--- src/rtl/screen_fetcher_pkg.sv ---
// Shared types and constants for the screen fetch path: line timing,
// fetch FSM states and ULA+ palette index helpers.
package screen_fetcher_pkg;

    localparam logic [8:0]  H_TOTAL          = 9'd448;
    localparam logic [8:0]  HC_FETCH_BEGIN   = 9'd440;
    localparam logic [8:0]  V_ACTIVE         = 9'd192;
    localparam logic [12:0] SCREEN_ATTR_BASE = 13'h1800;
    localparam logic [1:0]  SCREEN_PAGE_TAG  = 2'b10;

    typedef enum logic [2:0] {
        IDLE,
        BMP,
        ATTR,
        PAL_INK,
        PAL_PAPER
    } fetch_state_t;

    // ULA+ ink entry: CLUT select from attr[7:6], ink colour from attr[2:0]
    function automatic logic [5:0] pal_ink_idx(input logic [7:0] attr);
        return {attr[7:6], 1'b0, attr[2:0]};
    endfunction

    // ULA+ paper entry: CLUT select from attr[7:6], paper colour from attr[5:3]
    function automatic logic [5:0] pal_paper_idx(input logic [7:0] attr);
        return {attr[7:6], 1'b1, attr[5:3]};
    endfunction

endpackage

--- src/rtl/screen_fetcher_if.sv ---
// Bundle between the screen fetcher, memcontrol (VRAM request/data) and the
// pixel shifter (cell record). master = fetcher side.
interface screen_fetcher_if;

    logic [7:0]  vd;
    logic        screen_fetch;
    logic        screen_fetch_up;
    logic [14:0] screen_addr;
    logic [5:0]  screen_up_addr;
    logic        cell_valid;
    logic [7:0]  cell_bitmap;
    logic [7:0]  cell_attr;
    logic [7:0]  cell_ink;
    logic [7:0]  cell_paper;

    modport master (
        input  vd,
        output screen_fetch, screen_fetch_up, screen_addr, screen_up_addr,
        output cell_valid, cell_bitmap, cell_attr, cell_ink, cell_paper
    );

    modport slave (
        output vd,
        input  screen_fetch, screen_fetch_up, screen_addr, screen_up_addr,
        input  cell_valid, cell_bitmap, cell_attr, cell_ink, cell_paper
    );

endinterface

--- src/rtl/screen_fetcher_addr_gen.sv ---
// Screen-memory offset generator: maps (line, column) to the bitmap byte
// with the Spectrum's interleaved line order, or to the attribute byte.
module screen_addr_gen
    import screen_fetcher_pkg::*;
(
    input  logic [7:0]  y,
    input  logic [4:0]  col,
    input  logic        is_attr,
    output logic [12:0] offset
);

    // Bitmap lines are interleaved third / pixel-row / char-row; attributes
    // are one byte per 8x8 character above the attribute base.
    always_comb begin
        if (is_attr)
            offset = SCREEN_ATTR_BASE | {3'b000, y[7:3], col};
        else
            offset = {y[7:6], y[2:0], y[5:3], col};
    end

endmodule

--- src/rtl/screen_fetcher.sv ---
// VRAM read initiator for the video path. Per 8-pixel cell it fetches the
// bitmap and attribute bytes (plus ink/paper palette entries in ULA+ mode)
// and presents one cell record to the pixel shifter.
module screen_fetcher
    import screen_fetcher_pkg::*;
(
    input  logic              clk28,
    input  logic              rst_n,
    input  logic [8:0]        hc,
    input  logic [1:0]        hc_phase,
    input  logic [8:0]        vc,
    input  logic              up_en,
    screen_fetcher_if.master  bus
);

    logic [9:0]   hc_diff;
    logic [8:0]   rel;
    logic         win_active;
    logic [4:0]   slot;
    logic [4:0]   col;
    logic [12:0]  bmp_off;
    logic [12:0]  attr_off;

    fetch_state_t state_reg;
    logic [1:0]   sub_reg;
    logic         up_en_lat_reg;
    logic         done_reg;
    logic [7:0]   y_reg;
    logic [4:0]   col_reg;
    logic [7:0]   bmp_hold_reg;
    logic [7:0]   attr_hold_reg;
    logic [7:0]   ink_hold_reg;
    logic [7:0]   paper_hold_reg;
    logic         fetch_reg;
    logic         fetch_up_reg;
    logic [14:0]  addr_reg;
    logic [5:0]   up_addr_reg;
    logic         cell_valid_reg;
    logic [7:0]   cell_bitmap_reg;
    logic [7:0]   cell_attr_reg;
    logic [7:0]   cell_ink_reg;
    logic [7:0]   cell_paper_reg;

    // Position relative to the fetch window; a borrow means hc already wrapped.
    always_comb begin
        hc_diff    = {1'b0, hc} - {1'b0, HC_FETCH_BEGIN};
        rel        = hc_diff[9] ? (hc_diff[8:0] + H_TOTAL) : hc_diff[8:0];
        win_active = !rel[8] && (vc < V_ACTIVE);
        slot       = {rel[2:0], hc_phase};
        col        = rel[7:3];
    end

    // Bitmap address uses the live position (issued at slot 0); the attribute
    // address uses the position latched for the current cell.
    screen_addr_gen u_bmp_addr (
        .y       (vc[7:0]),
        .col     (col),
        .is_attr (1'b0),
        .offset  (bmp_off)
    );

    screen_addr_gen u_attr_addr (
        .y       (y_reg),
        .col     (col_reg),
        .is_attr (1'b1),
        .offset  (attr_off)
    );

    // Fetch sequencer: four clk28 per state, vd captured on the last sub-cycle.
    always_ff @(posedge clk28 or negedge rst_n) begin
        if (!rst_n) begin
            state_reg      <= IDLE;
            sub_reg        <= 2'd0;
            up_en_lat_reg  <= 1'b0;
            done_reg       <= 1'b0;
            y_reg          <= 8'd0;
            col_reg        <= 5'd0;
            bmp_hold_reg   <= 8'd0;
            attr_hold_reg  <= 8'd0;
            ink_hold_reg   <= 8'd0;
            paper_hold_reg <= 8'd0;
            fetch_reg      <= 1'b0;
            fetch_up_reg   <= 1'b0;
            addr_reg       <= 15'd0;
            up_addr_reg    <= 6'd0;
        end else if (win_active && slot == 5'd0) begin
            // A new cell always starts here, aborting any unfinished fetch.
            state_reg     <= BMP;
            sub_reg       <= 2'd0;
            up_en_lat_reg <= up_en;
            done_reg      <= 1'b0;
            y_reg         <= vc[7:0];
            col_reg       <= col;
            fetch_reg     <= 1'b1;
            fetch_up_reg  <= 1'b0;
            addr_reg      <= {SCREEN_PAGE_TAG, bmp_off};
        end else if (!win_active) begin
            state_reg    <= IDLE;
            sub_reg      <= 2'd0;
            done_reg     <= 1'b0;
            fetch_reg    <= 1'b0;
            fetch_up_reg <= 1'b0;
        end else if (state_reg != IDLE) begin
            if (sub_reg != 2'd3) begin
                sub_reg <= sub_reg + 2'd1;
            end else begin
                sub_reg <= 2'd0;
                case (state_reg)
                    BMP: begin
                        bmp_hold_reg <= vd_in();
                        state_reg    <= ATTR;
                        addr_reg     <= {SCREEN_PAGE_TAG, attr_off};
                    end
                    ATTR: begin
                        attr_hold_reg <= vd_in();
                        if (up_en_lat_reg) begin
                            state_reg    <= PAL_INK;
                            fetch_up_reg <= 1'b1;
                            up_addr_reg  <= pal_ink_idx(vd_in());
                        end else begin
                            state_reg <= IDLE;
                            fetch_reg <= 1'b0;
                            done_reg  <= 1'b1;
                        end
                    end
                    PAL_INK: begin
                        ink_hold_reg <= vd_in();
                        state_reg    <= PAL_PAPER;
                        up_addr_reg  <= pal_paper_idx(attr_hold_reg);
                    end
                    PAL_PAPER: begin
                        paper_hold_reg <= vd_in();
                        state_reg      <= IDLE;
                        fetch_reg      <= 1'b0;
                        fetch_up_reg   <= 1'b0;
                        done_reg       <= 1'b1;
                    end
                    default: begin
                        state_reg <= IDLE;
                        fetch_reg <= 1'b0;
                    end
                endcase
            end
        end
    end

    function automatic logic [7:0] vd_in();
        return bus.vd;
    endfunction

    // Cell record: loaded one cycle early so the strobe is high during slot 31.
    always_ff @(posedge clk28 or negedge rst_n) begin
        if (!rst_n) begin
            cell_valid_reg  <= 1'b0;
            cell_bitmap_reg <= 8'd0;
            cell_attr_reg   <= 8'd0;
            cell_ink_reg    <= 8'd0;
            cell_paper_reg  <= 8'd0;
        end else if (win_active && slot == 5'd30 && done_reg && state_reg == IDLE) begin
            cell_valid_reg  <= 1'b1;
            cell_bitmap_reg <= bmp_hold_reg;
            cell_attr_reg   <= attr_hold_reg;
            cell_ink_reg    <= up_en_lat_reg ? ink_hold_reg : 8'd0;
            cell_paper_reg  <= up_en_lat_reg ? paper_hold_reg : 8'd0;
        end else begin
            cell_valid_reg  <= 1'b0;
        end
    end

    assign bus.screen_fetch    = fetch_reg;
    assign bus.screen_fetch_up = fetch_up_reg;
    assign bus.screen_addr     = addr_reg;
    assign bus.screen_up_addr  = up_addr_reg;
    assign bus.cell_valid      = cell_valid_reg;
    assign bus.cell_bitmap     = cell_bitmap_reg;
    assign bus.cell_attr       = cell_attr_reg;
    assign bus.cell_ink        = cell_ink_reg;
    assign bus.cell_paper      = cell_paper_reg;

endmodule

--- src/flat_wrapper.sv ---
// flat-port wrapper written by rule: the top's interface ports become plain ports
module screen_fetcher_flat import screen_fetcher_pkg::*;
  (clk28, rst_n, hc, hc_phase, vc, up_en, bus_vd, bus_screen_fetch, bus_screen_fetch_up, bus_screen_addr, bus_screen_up_addr, bus_cell_valid, bus_cell_bitmap, bus_cell_attr, bus_cell_ink, bus_cell_paper);
  screen_fetcher_if bus_i ();
  input  logic clk28;
  input  logic rst_n;
  input  logic [8:0] hc;
  input  logic [1:0] hc_phase;
  input  logic [8:0] vc;
  input  logic up_en;
  input wire logic [$bits(bus_i.vd)-1:0] bus_vd;
  output wire logic [$bits(bus_i.screen_fetch)-1:0] bus_screen_fetch;
  output wire logic [$bits(bus_i.screen_fetch_up)-1:0] bus_screen_fetch_up;
  output wire logic [$bits(bus_i.screen_addr)-1:0] bus_screen_addr;
  output wire logic [$bits(bus_i.screen_up_addr)-1:0] bus_screen_up_addr;
  output wire logic [$bits(bus_i.cell_valid)-1:0] bus_cell_valid;
  output wire logic [$bits(bus_i.cell_bitmap)-1:0] bus_cell_bitmap;
  output wire logic [$bits(bus_i.cell_attr)-1:0] bus_cell_attr;
  output wire logic [$bits(bus_i.cell_ink)-1:0] bus_cell_ink;
  output wire logic [$bits(bus_i.cell_paper)-1:0] bus_cell_paper;
  assign bus_i.vd = bus_vd;
  assign bus_screen_fetch = bus_i.screen_fetch;
  assign bus_screen_fetch_up = bus_i.screen_fetch_up;
  assign bus_screen_addr = bus_i.screen_addr;
  assign bus_screen_up_addr = bus_i.screen_up_addr;
  assign bus_cell_valid = bus_i.cell_valid;
  assign bus_cell_bitmap = bus_i.cell_bitmap;
  assign bus_cell_attr = bus_i.cell_attr;
  assign bus_cell_ink = bus_i.cell_ink;
  assign bus_cell_paper = bus_i.cell_paper;
  screen_fetcher u_core (.clk28(clk28), .rst_n(rst_n), .hc(hc), .hc_phase(hc_phase), .vc(vc), .up_en(up_en), .bus(bus_i));
endmodule
--- config.mk ---
export PLATFORM = sky130hd
export DESIGN_NAME = screen_fetcher_flat
export DESIGN_NICKNAME = d
export VERILOG_FILES = /design/src/rtl/screen_fetcher_pkg.sv /design/src/rtl/screen_fetcher_if.sv /design/src/rtl/screen_fetcher_addr_gen.sv /design/src/rtl/screen_fetcher.sv /design/src/flat_wrapper.sv
export SDC_FILE = /design/constraint.sdc
export NUM_CORES = 1
export LEC_CHECK = 0
export CAP_MARGIN = 10
export CORE_ASPECT_RATIO = 0.9
export CORE_UTILIZATION = 30
export CTS_CLUSTER_SIZE = 25
export DETAILED_ROUTE_END_ITERATION = 8
export GPL_TIMING_DRIVEN = 0
export PLACE_DENSITY = 0.49
export RECOVER_POWER = 50
export SYNTH_ARGS = -nofsm -noshare
export SYNTH_HDL_FRONTEND = slang
export SYNTH_SLANG_ARGS = --single-unit
--- constraint.sdc ---
create_clock -name clk28 -period 3.45 [get_ports clk28]
set_input_delay 0.69 -clock clk28 [delete_from_list [all_inputs] [get_ports clk28]]
set_output_delay 0.69 -clock clk28 [all_outputs]
set_load 0.05 [all_outputs]
==> results.txt, run 1 <==
The run finished, with violations left. The checks that failed: max-capacitance violations, max-slew violations. Yosys printed 0 warnings.

Entering global routing, the biggest net connects 66 pins. The worst hold path class is reg2reg. Of all cell types, the one taking the most synthesized area is dfrtp_1. The final setup violation count is 0. The top-level I/O count is 87. The met1 wire length came out at 4.980 mm.

The critical path launch point type is a primary input. The headroom to the max-slew limit is -8.875%. The routed length on met3 came out at ~400 um. The region available for standard cell placement spans ~15000 sq um. The number of max-cap violations came out at 1. The share of synthesized area occupied by flip-flops and latches is between 50% and 60%. The via count of the first global-routing pass came out at 3125. The half-perimeter wire length after placement came out at roughly 7.6 mm. The sequential cell fraction of total power came out at 47.5%. Among all stages on the critical path, the largest delay is contributed by clkdlybuf4s50_1.

The kind of cell adding the most delay to the critical path is buffers and inverters. The CTS buffer count is 9. For the worst-skew pair, the clock arrives at the later sink with an insertion delay of 0.35 ns. Fill cells in the final layout number ~1400. In the synthesized netlist the dominant register cell turns out to be dfrtp_1. The residual DRC count came out at 0.

Across the routed clock network, the largest skew measured is 0.007926 ns. The portion of synthesized cell area occupied by the leading cell type came out at 57.76%. The number of hold buffers added after cts came out at 0. The clock transition at the registers of the reported paths came out at about 0.070 ns. Routability-driven placement finished with a final weighted congestion of 0.7973. The peak ir drop on the vdd network is approximately 210 uV. The shortest clock period the worst path allows after layout is 3.359 ns. On the worst path, the slowest cell contributes a delay of 0.59 ns. Counting flops with a built-in enable in the synthesized netlist gives 0. The area enclosed by the die boundary came out at ~16000 sq um. Dividing the final minimum period by the clock period gives between 90 and 100%.

The number of DRC markers after the initial detailed-route iteration is around 210. The slack of the critical path came out at 0.09090 ns. The post-placement cell area is ~5600 sq um. The critical path in this run is classified as in2reg.

Setup repair after global routing left no endpoint under its margin. The number of flip-flops and latches in the synthesized netlist is around 100. The number of buffers on the longest clock path is 2. Once layout is done, the placed cells without fillers occupy 5976 sq um. The fraction of layout instances using a drive strength above 1 is 25.27%. The relative contribution of combinational cells to total power is 15.5%. After synthesis the cells add up to around 4500 sq um.

The diode insertion count for antenna repair came out at 0. Along the worst path, the maximum fanout reaches 10. The required time of the worst setup path is 3.68 ns.

The cell that appears most often on the critical path is mux2_2. The via total after detailed routing is 3059. The detailed-router iteration count before antenna repair is 4. The initial cell density of the core is 30.62%. The static leakage power came out at 2.838 nW.

At the pin with the least slew margin, the transition time is roughly 1.6 ns. The power dissipated by switching net loads came out at 0.7602 mW. The number of pins with negative max-slew slack in the final report is 66. The signal on the critical path passes through clkdlybuf4s50_1, ha_2, a21oi_4, xor2_1, ha_1, xnor2_1, o21ai_2, mux2_2, or3_1, clkbuf_1, buf_6, mux2_2. The first global-routing pass estimated 17.17 mm of wire.

The count of input and output buffers is 85. By area the synthesized netlist is led by dfrtp_1 58%, mux2_2 17%, mux2i_1 3.8%. Together, buffers and inverters on the worst path number 3.

The clock net in this run drives a total of approximately 100 sinks. The share of flip-flops with an asynchronous set or reset after synthesis is 100.0%. The number of antenna violations at the first check in global routing is 0. The worst-case hold slack came out at 0.4768 ns.

The aggregate routed wire length is 10.65 mm. For this run, the top clock speed supported by timing is between 200 and 300 MHz. The H-tree was split into 3 levels. For this design the ratio of total power to cell area is 465.8 nW/um^2. The final net count came out at 492. The detailed route wirelength on metal2 is 5.145 mm.

The clock network accounts for 37.0% of the total power. The uppermost layer routed is met4. The number of vias per cell is 4.628.

The area taken by flip-flops and latches is 2603 sq um. In this run the remaining antenna-violating nets after routing total 0. The synthesized instance count is around 360.

The aggregate global-route resource usage came out at 14.60%. Yosys mapped the design onto 43 distinct sky130hd cell types. Internal power comes to 2.023 mW. The mean instance size in the synthesized netlist came out at 12.66 sq um.

In this run switching power makes up between 20% and 30% of total power. The CTS root buffer is clkbuf_16. The register with the most flip-flops in the layout has 14 of them. The most common cell in the netlist is dfrtp_1. Summing all multi-input logic gate instances after layout gives between 1500 and 2000 sq um.

The overall overflow remaining after global route is 0. The die extent in y came out at 118.3 um. The category of the worst setup path capture point is a register.

Relative to the synthesized area, the layout overhead comes to 32.63%. The hold violation total from the final report is 0. The number of nets in the synthesized netlist is 390. For the worst setup path, the data arrival time is ~3.6 ns. Summing internal, switching and leakage power gives 2.783 mW.

The wire length per cell is 16.11 um. In this run the horizontal extent of the chip is roughly 130 um. The floorplan has 42 rows. Counting instances in the post-synthesis netlist gives the leading cell types as 104 x dfrtp_1, 68 x mux2_2, 26 x nand2_1, 21 x nor2_1, 20 x inv_1. Timing analysis after detailed placement gives a worst setup slack of -0.5831 ns.

TritonCTS built the clock tree.
routing by layer:
layer | vias up | global-route usage [%]
met4 | 0 | 3.971
met2 | 60 | 22.91
met3 | 7 | 3.861
met5 | - | 0
li1 | 1448 | -
met1 | 1544 | 19.83
cells in the final DEF, fill, tap and decap left out, types with 3 or more instances in the layout:
cell             count
or3_1                3
a21oi_1              7
buf_4                6
mux2i_1             17
nor2_1              21
o21ai_0              8
xnor2_1              4
mux2_2              68
nand2b_1             5
inv_1               20
nor3_1               5
o22a_1               3
clkbuf_2             4
clkbuf_1             7
dlygate4sd3_1       27
nand3_1              6
nand2_1             26
dfrtp_1            104
nand4_1              3
o21bai_1             6
clkbuf_16            9
o221a_2              7
clkdlybuf4s50_1     57
kinds of logic (layout without fill, tap and decap cells):
| group | count (synthesis) | in the layout | share of synthesized area (%) |
|---|---|---|---|
| buffers and inverters | 34 | 141 | 3.305 |
| and+or+nand+nor | 80 | 80 | 8.581 |
| AOI/OAI and AO/OA | 42 | 42 | 7.304 |
| adders and majority gates | 3 | 3 | 0.8332 |
| other | 1 | 1 | 0.08323 |
| muxes | 85 | 85 | 20.77 |
| DFF | 104 | 104 | 57.76 |
| xor gates and xnor gates | 7 | 7 | 1.361 |
stage by stage:
step	std cells	utilization (%)	setup TNS [ns]
2_1_floorplan	356	-	0
3_3_place_gp	639	38.09	-275.39
3_5_place_dp	640	38.21	-29.41
4_1_cts	660	40.57	0
5_1_grt	661	40.61	0
6_report	661	40.61	0
what timing repair did:
item | 4_1_cts | 5_1_grt
setup buffers | 4 | 1
gates cloned | 0 | 0
resized for setup | 3 | 5
pin swaps | 2 | 2
setup endpoints to repair | 32 | 28
worst paths after layout:
path                       slack [ns]                                       end                              startpoint  cells after the start
setup / recovery                 0.09        u_core.bmp_hold_reg[6]$_DFFE_PN0P_                                   hc[3]                     12
hold reg to reg                  0.48    u_core.bus.screen_addr[14]$_DFFE_PN0P_  u_core.bus.screen_addr[14]$_DFFE_PN0P_                      1
hold / removal                   0.48    u_core.bus.screen_addr[14]$_DFFE_PN0P_  u_core.bus.screen_addr[14]$_DFFE_PN0P_                      1
min in group asynchronous        0.77    u_core.bus.screen_addr[10]$_DFFE_PN0P_                                   rst_n                      1
setup reg to reg                 1.13        u_core.ink_hold_reg[1]$_DFFE_PN0P_         u_core.state_reg[2]$_DFFE_PN0P_                      6
max in group asynchronous        0.93  u_core.bus.screen_up_addr[5]$_DFFE_PN0P_                                   rst_n                      2
worst reg2reg max path: stages, from the launching register on:
cell	delay, ns
dfrtp_1	0.36
clkbuf_1	0.20
nor2b_1	0.24
nand2_1	0.25
or3_1	0.41
nor2_2	0.38
mux2_2	0.39
power by group through the flow:
stage / clock, mW / sequential, mW / combinational (mW)
2_1_floorplan: 0 / 1.47 / 0.133
3_3_place_gp: 0 / 1.35 / 0.435
3_5_place_dp: 0 / 1.35 / 0.441
4_1_cts: 1.07 / 1.32 / 0.445
5_1_grt: 1.13 / 1.33 / 0.459
6_report: 1.03 / 1.32 / 0.430
layout make-up:
type | count | area share [%]
Timing Repair Buffer | 91 | 14.87
Buffer | 14 | 1.277
Tap cell | 198 | 4.146
Clock buffer | 9 | 3.769
Clock inverter | 7 | 1.319
Inverter | 20 | 1.256
Sequential cell | 104 | 43.55
Multi-Input combinational cell | 218 | 29.82
No activity file was read; power rests on OpenSTA's default activity.
==> run 2, diff against run 1 <==
GPL_TIMING_DRIVEN = default   (was 0)
==> results.txt, run 2 (synthesized netlist as in run 1, its figures left out) <==
Result of the run: complete, but fails checks (unchanged). Violated checks: max-capacitance violations, max-slew violations (unchanged). The clock net sink count is 104 (unchanged). The die extent in y came out at 118.3 um (unchanged). The count of nets left with antenna violations after detail routing is 0 (unchanged).

The number of vias per cell is 4.660 (was 4.628). The via count of the first global-routing pass is 3029 (was 3125). The CTS root buffer was clkbuf_16 (unchanged). The clock latency on the worst-skew pair was 0.35 ns (about the same). The wire length per cell was 15.78 um (was 16.11 um). The number of max-cap violations was 1 (unchanged). The headroom to the max-slew limit is -3.325% (was -8.875%). The sum of buffers and inverters on the critical path came out at 2 (was 3). The initial cell density of the core is 30.62% (unchanged). The fraction of layout instances using a drive strength above 1 is 25.86% (was 25.27%). The number of hold buffers added after cts is 0 (unchanged).

The critical path launch point type was a primary input (unchanged). The aggregate routed wire length came to 10.45 mm (was 10.65 mm). The highest clock frequency the design can meet came out at 318.0 MHz (was 297.7 MHz). The largest driver fanout on the critical path is 14 (was 10).

RSZ-0062 raised after global routing: no (unchanged). The peak ir drop on the vdd network came out at 262.3 uV (was 211.3 uV). The top-level I/O count came out at 87 (unchanged).

The number of antenna violations at the first check in global routing is 0 (unchanged). The area enclosed by the die boundary came out at 15510 sq um (unchanged). The half-perimeter wire length after placement came out at 7.451 mm (was 7.633 mm). The kind of cell adding the most delay to the critical path is buffers and inverters (unchanged). The post-placement cell area came to 5773 sq um (was 5622 sq um). The die width came out at 131.2 um (unchanged). The power density relative to cell area came out at 462.8 nW/um^2 (was 465.8 nW/um^2). Top library cells by usage in the layout, fill and taps aside: 104 x dfrtp_1, 68 x mux2_2, 57 x clkdlybuf4s50_1 (unchanged). The first-pass GRT wire length came out at 17.06 mm (was 17.17 mm). The via total after detailed routing is 3085 (was 3059). The number of pins with negative max-slew slack in the final report came out at 61 (was 66). The hold violation total from the final report was 0 (unchanged). The detailed-router iteration count before antenna repair came out at 4 (unchanged). The signed area change from the synthesized netlist to the final layout is 34.57% (was 32.63%). The launch point of the worst reg-to-reg path is u_core.sub_reg[0]$_DFFE_PN0P_ (was u_core.state_reg[2]$_DFFE_PN0P_). The depth of the CTS H-tree is 3 (unchanged). The most prevalent standard cell on the critical path was ha_1 (was mux2_2).

The final net count came out at 493 (was 492). The overall overflow remaining after global route came out at 0 (unchanged). The number of DRC markers after the initial detailed-route iteration came out at 139 (was 211).

The residual DRC count was 0 (unchanged). The pre-CTS setup slack came out at -0.06219 ns (was -0.5831 ns). The biggest cell delay along the critical path was 0.47 ns (was 0.59 ns). The final weighted congestion in routability-driven placement is 0.7909 (was 0.7973). The number of buffers on the longest clock path is 2 (unchanged).

The standard cell core area is 14710 sq um (unchanged). The worst-case hold slack came out at 0.4823 ns (was 0.4768 ns). The worst endpoint data arrival time came to 3.38 ns (was 3.59 ns). The final setup violation count came out at 0 (unchanged). The area used by multi-input combinational logic came to 1754 sq um (was 1782 sq um). The category of the worst setup path capture point is a register (unchanged). The cell type of the slowest stage on the worst timing path was clkdlybuf4s50_1 (unchanged). The static leakage power came out at 2.877 nW (was 2.838 nW). The number of inserted filler cells in the final layout was 1452 (was 1435). The clock transition at the registers of the reported paths was 0.07 ns (about the same).

The origin of the worst min-delay path is u_core.col_reg[2]$_DFFE_PN0N_ (was u_core.bus.screen_addr[14]$_DFFE_PN0P_). The clock tree from TritonCTS is yes (unchanged). The type of the worst setup path is in2reg (unchanged).

The beginning of the critical path is hc[3] (unchanged). Critical path cell sequence: clkdlybuf4s50_1, ha_1, a21oi_2, xor2_1, ha_1, xnor2_1, o21ai_2, mux2_2, buf_12, or2_2, a221o_1 (was clkdlybuf4s50_1, ha_2, a21oi_4, xor2_1, ha_1, xnor2_1, o21ai_2, mux2_2, or3_1, clkbuf_1, buf_6, mux2_2). The shortest clock period the worst path allows after layout is 3.145 ns (was 3.359 ns).

The diode insertion count for antenna repair came out at 0 (unchanged). The count of input and output buffers was 85 (unchanged). The filler-free cell count of the finished design came out at 662 (was 661). The CTS buffer count is 9 (unchanged). The total negative slack for setup checks is 0 ns (unchanged). The post-route clock period utilization came to 91.16% (was 97.37%).

The total instance count after detailed placement came out at 646 (was 640). The number of cells upsized or downsized after cts came out at 0 (was 3). The area taken by flip-flops and latches is 2603 sq um (unchanged). The aggregate global-route resource usage is 14.44% (was 14.60%). The flip-flop count of the largest register, all copies and words added is 14 (unchanged). The slew of the pin with the lowest slew margin came to 1.550 ns (was 1.633 ns). The leading cell type in the layout, fill and taps excluded is dfrtp_1 (unchanged).

The largest net degree at the start of global routing is 61 (was 66). The worst-case clock skew came out at 0.01066 ns (was 0.007926 ns). The final design utilization came to 41.21% (was 40.61%). The slack of the critical path came out at 0.3049 ns (was 0.09090 ns). The number of cell rows is 42 (unchanged). The buffers inserted during post-CTS setup optimization came out at 0 (was 4). The required time of the worst setup path came to 3.68 ns (about the same). The area of all placed cells without fillers is 6063 sq um (was 5976 sq um). The total power is 2.806 mW (was 2.783 mW). The worst hold path class is reg2reg (unchanged).
run 2: cell count changes in the layout (fill, tap and decap cells not counted), sizes merged:
| cell | delta |
|---|---|
| buf | +10 |
| clkbuf | -7 |
| clkinv | -1 |
| inv | -1 |
run 2: final timing paths:
| path | end | slack [ns] | cells past startpoint |
|---|---|---|---|
| max | u_core.bus.screen_addr[2]$_DFFE_PN0P_ | 0.30 | 11 |
| min | u_core.col_reg[2]$_DFFE_PN0N_ | 0.48 | 1 |
| max reg2reg | u_core.bus.screen_addr[2]$_DFFE_PN0P_ | 1.19 | 6 |
| min reg2reg | u_core.col_reg[2]$_DFFE_PN0N_ | 0.48 | 1 |
| max in group asynchronous | u_core.attr_hold_reg[1]$_DFFE_PN0P_ | 0.87 | 2 |
| min in group asynchronous | u_core.bus.screen_addr[10]$_DFFE_PN0P_ | 0.72 | 1 |
run 2: power by group:
part | leakage, nW | internal (mW) | switching, mW
sequential | 1.34 | 1.29 | 0.0456
clock | 0.144 | 0.589 | 0.460
combinational | 1.39 | 0.175 | 0.251
run 2: per-layer routing:
metal / global-route usage, % / vias to the layer above / part of all wire, %
met4: 4.044 / 0 / 1.2
met5: 0 / - / 0
met3: 4.076 / 8 / 3.5
li1: - / 1451 / -
met2: 22.41 / 57 / 46
met1: 19.62 / 1569 / 49
run 2: layout make-up:
class / instances / share of cell area [%]
Clock inverter: 5 / 1.073
Inverter: 20 / 1.238
Multi-Input combinational cell: 218 / 28.93
Tap cell: 198 / 4.086
Sequential cell: 104 / 42.92
Clock buffer: 11 / 4.003
Timing Repair Buffer: 106 / 17.75
run 2: worst reg2reg max path: cells and delay by family (launching register included):
kind,cells,cell delay [ns]
flops,1,0.37
fa+ha+maj,1,0.32
simple gates,3,0.96
compound gates,1,0.35
buf+inv,1,0.16
